## config.mk

```make
export PLATFORM = sky130hd
export DESIGN_NAME = lsm_sample_streamer
export DESIGN_NICKNAME = d
export VERILOG_FILES = /design/src/rtl/lsm_sample_streamer.sv
export SDC_FILE = /design/constraint.sdc
export NUM_CORES = 1
export LEC_CHECK = 0
export BUFFER_PORTS_ARGS = -buffer_cell sky130_fd_sc_hd__buf_2
export CAP_MARGIN = 20
export CORE_MARGIN = 3
export CORE_UTILIZATION = 50
export CTS_CLUSTER_DIAMETER = 150
export CTS_CLUSTER_SIZE = 30
export DETAILED_ROUTE_END_ITERATION = 6
export HOLD_SLACK_MARGIN = 0.1
export PLACE_DENSITY_LB_ADDON = 0.3
export SYNTH_ARGS = -nofsm -noshare
export SYNTH_HDL_FRONTEND = slang
export SYNTH_SLANG_ARGS = --single-unit
```

## constraint.sdc

```tcl
create_clock -name clk -period 3.53 [get_ports clk]
set_clock_uncertainty 0.1 [all_clocks]
set_input_delay 0.1765 -clock clk [delete_from_list [all_inputs] [get_ports clk]]
set_output_delay 0.1765 -clock clk [all_outputs]
set_load 0.02 [all_outputs]
```

## src/rtl/lsm_sample_streamer.sv

```systemverilog
// rtl/lsm_sample_streamer.sv - path RAM walker feeding (S_t, cashflow) samples to the regression accumulator
// Optional in-the-money filtering is built when ITM_FILTER_EN is defined.
module lsm_sample_streamer #(
   parameter int WIDTH     = 32,
   parameter int QINT      = 16,
   parameter int QFRAC     = 16,
   parameter int N_SAMPLES = 10,
   parameter int ADDR_W    = $clog2(N_SAMPLES)
) (
   input  logic              clk,
   input  logic              rst,
   input  logic              start,
   input  logic [WIDTH-1:0]  strike,
   output logic              rd_en,
   output logic [ADDR_W-1:0] rd_addr,
   input  logic [WIDTH-1:0]  rd_s,
   input  logic [WIDTH-1:0]  rd_y,
   output logic              valid_out,
   input  logic              ready_in,
   output logic [WIDTH-1:0]  x_out,
   output logic [WIDTH-1:0]  y_out,
   output logic              busy,
   output logic              done,
   output logic [ADDR_W:0]   sample_cnt
);

   typedef enum logic [1:0] {IDLE, RUN, DRAIN, DONE_S} state_t;

   localparam logic [ADDR_W-1:0] LAST_ADDR = ADDR_W'(N_SAMPLES - 1);

   state_t           state, state_nx;
   logic [WIDTH-1:0] fifo_s0, fifo_s1, fifo_y0, fifo_y1;
   logic [1:0]       fifo_cnt;
   logic             inflight;
   logic             push, pop, push_slot1;
   logic [2:0]       credit;
   logic             unused_cfg;

   assign unused_cfg = (QINT + QFRAC == WIDTH);

`ifdef ITM_FILTER_EN
   logic [WIDTH-1:0] strike_q;
   assign push = inflight & ($signed(rd_s) < $signed(strike_q));
`else
   logic unused_strike;
   assign unused_strike = ^strike;
   assign push = inflight;
`endif

   assign valid_out  = (fifo_cnt != 2'd0);
   assign pop        = valid_out & ready_in;
   assign x_out      = fifo_s0;
   assign y_out      = fifo_y0;
   // Words already queued plus the one returning; a read is issued only if it will fit.
   assign credit     = {1'b0, fifo_cnt} + {2'b00, inflight} - {2'b00, pop};
   assign push_slot1 = (fifo_cnt == 2'd2) || ((fifo_cnt == 2'd1) && !pop);

   always_comb begin
      state_nx = state;
      rd_en    = 1'b0;
      busy     = 1'b0;
      done     = 1'b0;
      case (state)
         IDLE: begin
            if (start) state_nx = RUN;
         end
         RUN: begin
            busy  = 1'b1;
            rd_en = (credit < 3'd2);
            if (rd_en && (rd_addr == LAST_ADDR)) state_nx = DRAIN;
         end
         DRAIN: begin
            busy = 1'b1;
            if (!inflight && (fifo_cnt == 2'd0)) state_nx = DONE_S;
         end
         DONE_S: begin
            done     = 1'b1;
            state_nx = IDLE;
         end
         default: state_nx = IDLE;
      endcase
   end

   always_ff @(posedge clk) begin
      if (rst) begin
         state      <= IDLE;
         inflight   <= 1'b0;
         rd_addr    <= '0;
         sample_cnt <= '0;
         fifo_cnt   <= 2'd0;
         fifo_s0    <= '0;
         fifo_s1    <= '0;
         fifo_y0    <= '0;
         fifo_y1    <= '0;
`ifdef ITM_FILTER_EN
         strike_q   <= '0;
`endif
      end else begin
         state    <= state_nx;
         inflight <= rd_en;
         if ((state == IDLE) && start) begin
            rd_addr    <= '0;
            sample_cnt <= '0;
`ifdef ITM_FILTER_EN
            strike_q   <= strike;
`endif
         end else begin
            if (rd_en && (rd_addr != LAST_ADDR)) rd_addr <= rd_addr + 1'b1;
            if (pop) sample_cnt <= sample_cnt + 1'b1;
         end
         // Pop shifts the tail forward; a push to slot 0 in the same cycle overrides the shift.
         if (pop) begin
            fifo_s0 <= fifo_s1;
            fifo_y0 <= fifo_y1;
         end
         if (push) begin
            if (push_slot1) begin
               fifo_s1 <= rd_s;
               fifo_y1 <= rd_y;
            end else begin
               fifo_s0 <= rd_s;
               fifo_y0 <= rd_y;
            end
         end
         fifo_cnt <= fifo_cnt + {1'b0, push} - {1'b0, pop};
      end
   end

endmodule

```

* After elaboration in Yosys (flattened, before gate mapping)
Index checks and enable logic that the tools add are counted.
Word-level totals: bits in registers 142, input port bits 100, output and inout bits 77, word-level logic and storage cells 55
Operators by class: add/sub/neg operators 6, order comparisons 1, eq/ne operators 10, muxes and demuxes 13, bitwise operators 1, reductions and logical operators 15
Operators by type and width (count):
- 32-bit 2-to-1 mux | 6
- 2-bit one-hot mux with 4 select lines | 1
- 2-bit equality test (second input constant) | 3
- 2-bit 2-to-1 mux | 3
- 2-bit inequality test (second input constant) | 3
- 5-bit by 1-bit adder with 5-bit output (second input constant) | 1
- 1-bit logical AND | 5
- 4-bit by 1-bit adder with 4-bit output (second input constant) | 1
- 2-bit by 1-bit equality test with 1-bit output (second input constant) | 2
- 4-bit equality test (second input constant) | 1
- 2-bit zero test | 2
- 4-bit inequality test (second input constant) | 1
- 2-bit OR reduction | 2
- 2-bit by 1-bit adder with 3-bit output | 1
- 3-bit by 2-bit < comparator with 1-bit output (second input constant) | 1
- 1-bit 2-to-1 mux | 3
- 3-bit AND reduction | 1
- 3-bit by 1-bit subtractor with 3-bit output | 1
- 2-bit by 1-bit adder with 2-bit output | 1
- 1-bit zero test | 2
- 2-bit AND reduction | 1
- 2-bit nonzero test | 1
- 2-bit by 1-bit subtractor with 2-bit output | 1
- 1-bit AND | 1
- 1-bit logical OR | 1

* Depth between registers and ports, before layout
depth in word-level cells 7, gate-level depth with buffers 13, gate-level depth less buffers 10

* Worst setup path before layout
OpenSTA, ideal clock, no wires.
kind register to register, start reg fifo_cnt[1], end reg state[1], library setup time 116 ps, data arrival time 2552 ps, data required time 3314 ps, setup slack 762 ps, stages on the path, launching flop included 14, buffers on the path 3, period minus slack after synthesis 2768 ps, cells stage by stage dfxtp_1 buf_6 or2_1 nand2_1 buf_4 buf_4 nand2_1 nand2_1 ha_1 fa_1 xnor2_1 o31ai_1 a311oi_1 a31o_2
On the way: word-level cells in the longest chain between the ends 7, elaborated cells between the ends (all ways) 11, those cells by class add/sub: 2; order compare: 1; eq/ne: 2; bitwise: 1; reduce/logical: 5
RTL lines:
- start, declared | line 33 | logic [1:0] fifo_cnt;
- start signal, assigned | line 125 | fifo_cnt <= fifo_cnt + {1'b0, push} - {1'b0, pop};
- 2-bit nonzero test | line 50 | assign valid_out = (fifo_cnt != 2'd0);
- via valid_out | line 18 | output logic valid_out,
- 1-bit AND | line 51 | assign pop = valid_out & ready_in;
- 3-bit by 1-bit subtractor with 3-bit output | line 55 | assign credit = {1'b0, fifo_cnt} + {2'b00, inflight} - {2'b00, pop};
- 3-bit by 2-bit < comparator with 1-bit output | line 69 | rd_en = (credit < 3'd2);
- 1-bit logical AND | line 70 | if (rd_en && (rd_addr == LAST_ADDR)) state_nx = DRAIN;
- 2-bit inequality test (no line)
- 3-bit AND reduction (no line)
- end signal, assigned | line 99 | state <= state_nx;
- end, declared | line 31 | state_t state, state_nx;
The timed path passes the listed nets, and every way through them passes these cells. A chain may end at the register's enable or synchronous reset.

* Worst setup path in the final report
start reg fifo_cnt[1], end out rd_en
On the way: word-level cells in the longest chain between the ends 5, elaborated cells between the ends (all ways) 6, those cells by class add/sub: 2; order compare: 1; mux: 1; bitwise: 1; reduce/logical: 1
RTL lines:
- parallel branches: the longest is 2 deep, another holds 2-bit by 1-bit adder with 3-bit output
- 3-bit by 1-bit subtractor with 3-bit output * | line 55
- via credit[1] | line 36 | logic [2:0] credit;
- 3-bit by 2-bit < comparator with 1-bit output * | line 69
- 1-bit 2-to-1 mux * | line 63 | case (state)
- end, declared | line 14 | output logic rd_en,
Mark *: on every way through the listed nets, which the timed path passes.

==> results.cfg <==
[synthesis]
yosys_most_used_dff = dfxtp_1
syn_inst = 720
synth-seq-cells = 142
ys_warn_count = 0
yosysUniqueCellTypes = 35
syn_nets = 830
synthArstFlopShare_pct = 0
seq_area_frac_synth_pct = 46.0
syn_area_per_cell_sq_um = 8.57
syn_area_sq_um = 6170
synth_edf_count = 0

[clock_tree]
path_clk_slew_ps = 50
h-tree-depth = 4
clock_path_buffers = 2
clk_latency_ps = 410
cts.sink_count = 142
cts_resized = 0
cts_tree = done
clockRootBuffer = clkbuf_16
cts_buffers = 17

[power]
vdd_drop_max_mv = 0.437
sw_frac_of_total_pct = 37.5
comb_power_share_pct = 36.2
p_seq_share_pct = 36.6
clkPwrFrac_pct = 27.1
p_switching_mw = 2.14
cellPowerDensity_nw_per_um2 = 710
p_leak_nw = 3.09
fin_total_pwr_mw = 5.70
p_int_mw = 3.56

[global_routing]
grt_util_met2_pct = 42.6
use_met1_pct = 29.0
top_usage_layer = met2
grt_pass1_vias = 5732
antenna_found_initial = 0
gr-usage-all-layers_pct = 24.9
grt_max_degree = 70
grt_util_met3_pct = 7.51
grt_pass1_wl_um = 27000
grt-ovfl-total = 0

[cells_and_area]
syn_to_final_growth_pct = 30.0
regArea_sq_um = 2840
fillerInstances = 912
multi_input_area_sq_um = 2990
final_nets = 1008
drive_gt1_share_pct = 27.4
stdcell_area_sq_um = 8030

[routing]
drt_iter0_markers = 457
wl_um = 16700
vias_per_cell = 5.39
drt-wirelength-per-cell_um = 15.6
dr.pass1.iters = 5
drtAntennaViolNets = 0
remaining_drc_errors = 0
vias = 5769

[worst_setup_path]
critPathMaxFanout = 7
cp-end-kind = output pin
critPathKind = reg -> out
cpPeakStageDelay_ps = 490
reg2reg_from = fifo_cnt[1]
crit_required_ps = 3250
crit_arrival_ps = 2580
reg2reg_depth = 10
slowest_stage = dfxtp_1
crit_top_cell = nand2_1
cp_cell_sequence = or2_1, nand2_2, nand2_1, nand2_1, ha_1, fa_1, nor2b_1, and2_1, buf_2
cp-start-kind = register
rrSetupSlack_ps = 870
worstReg2RegEnd = state[1]

[timing]
slew_viol_final = 0
hold_violations = 0
rsz0062_at_grt = no
fin_tns_setup_ps = 0
setup-violations-final = 0
tightest_slew_ps = 804
hold_slack_ps = 146
max_freq_mhz = 350
layout_min_cycle_time_ps = 2850
slew_headroom_pct = 46.4
fin_crit_sh_pct = 80.8

[floorplan]
die_y_um = 117
die_x_um = 117
core-area_sq_um = 11800
row_count = 39
die_area_sq_um = 13700
io_pins = 177
initial_core_util_pct = 52.5

[placed_design]
place.gp.congestion = 0.771
placed_area_sq_um = 6890
portBuffers = 144
dp_hpwl_um = 9510

[hold_path]
hp-start = start
min_delay_worst_endpoint = sample_cnt[1]
hp-class = in -> reg
hold_path_depth = 4

[status]
run_status = finished clean

[job]
max_cap_violations = 0
## layout by cell type, fill, tap and decap left out, drive strengths merged, types with 2 or more instances in the layout
cell	instances
nand2	265
buf	153
dfxtp	142
nor2	72
a21oi	66
a311oi	65
dlygate4sd3	64
clkbuf	24
ha	9
xor2	7
inv	5
nor2b	5
nand4	3
diode	2
o21a	2
nand2b	2
xnor2	2
and3	2
nand3	2
or2	2
o21ai	2
## power by group through the flow
stage	Combinational [mW]	Clock, mW	Sequential (mW)
finish	2.06	1.55	2.09
global route	2.25	1.64	2.12
CTS	2.06	1.57	2.08
detailed placement	2.00	0	2.11
global placement	1.95	0	2.09
floorplan	1.26	0	2.36
## critical path: cells and delay by family, from the launching register on
family                     cells  cell delay [ps]
buffers and inverters          1              170
DFF                            1              490
and+or+nand+nor                6              830
adders and majority gates      2              680
## logic make-up (layout without fill, tap and decap cells)
family / count (synthesis) / count (layout) / synth area share, %
AOI/OAI and AO/OA: 139 / 139 / 22.0
xor gates and xnor gates: 9 / 9 / 1.28
adders and majority gates: 10 / 10 / 2.15
buffers and inverters: 63 / 248 / 5.72
DFF: 142 / 142 / 46.0
other: 0 / 2 / 0
and+or+nand+nor: 357 / 357 / 22.8
## metrics by stage
step	std cells	utilization (%)	worst slack (ps)
6_report	1071	68.2	677
5_1_grt	1069	68.2	538
4_1_cts	1069	68.2	665
3_5_place_dp	979	58.5	892
3_3_place_gp	979	58.5	1060
2_1_floorplan	720	-	762
## flip-flops by register name (all words and copies together), names as in the netlist
signal      cells
fifo_cnt        2
fifo_y1        32
rd_addr         4
inflight        1
x_out          32
fifo_s1        32
sample_cnt      5
y_out          32
state           2
## area by class of cell
type	instances	share of cell area, %
multi-input cells	515	37.3
flip-flops and latches	142	35.4
repair buffers	217	18.3
clock buffers	24	6.00
well taps	164	2.56
inverters	5	0.234
clock inverters	2	0.156
diodes	2	0.0624
## routing by layer
layer / part of all wire [%] / up-vias
met5: 0 / -
met3: 5.9 / 42
met4: 2.3 / 0
met1: 41 / 2755
met2: 51 / 209
li1: - / 2763
## worst max path at each step
stage | start | endpoint | depth (start not counted)
2_1_floorplan | fifo_cnt[1] | state[1] | 13
3_3_place_gp | fifo_cnt[1] | state[1] | 10
3_5_place_dp | fifo_cnt[1] | state[1] | 10
4_1_cts | fifo_cnt[1] | rd_en | 9
5_1_grt | fifo_cnt[1] | rd_en | 9
6_report | fifo_cnt[1] | rd_en | 9
## what timing repair did
action | CTS | global route
buffers inserted | 0 | 0
endpoints found under the setup margin | 0 | 0
endpoints found under the hold margin | 128 | 0
hold buffers | 64 | 0
## synth_stat cells (2+ instances only)
cell / instances / area, sq um
xnor2_1: 2 / 17.5
nand3_1: 2 / 10.0
and3_1: 2 / 12.5
nand4_1: 3 / 18.8
buf_6: 10 / 113
inv_1: 5 / 18.8
nand2b_1: 2 / 12.5
xor2_1: 7 / 61.3
nand2_1: 265 / 995
buf_2: 12 / 60.1
nor2_1: 72 / 270
a21oi_1: 66 / 330
buf_4: 7 / 52.6
a311oi_2: 64 / 961
ha_1: 9 / 113
dfxtp_1: 142 / 2840
clkbuf_1: 28 / 105
nor2b_1: 4 / 25.0
o21a_1: 2 / 15.0
(Power assumes the default switching activity.)
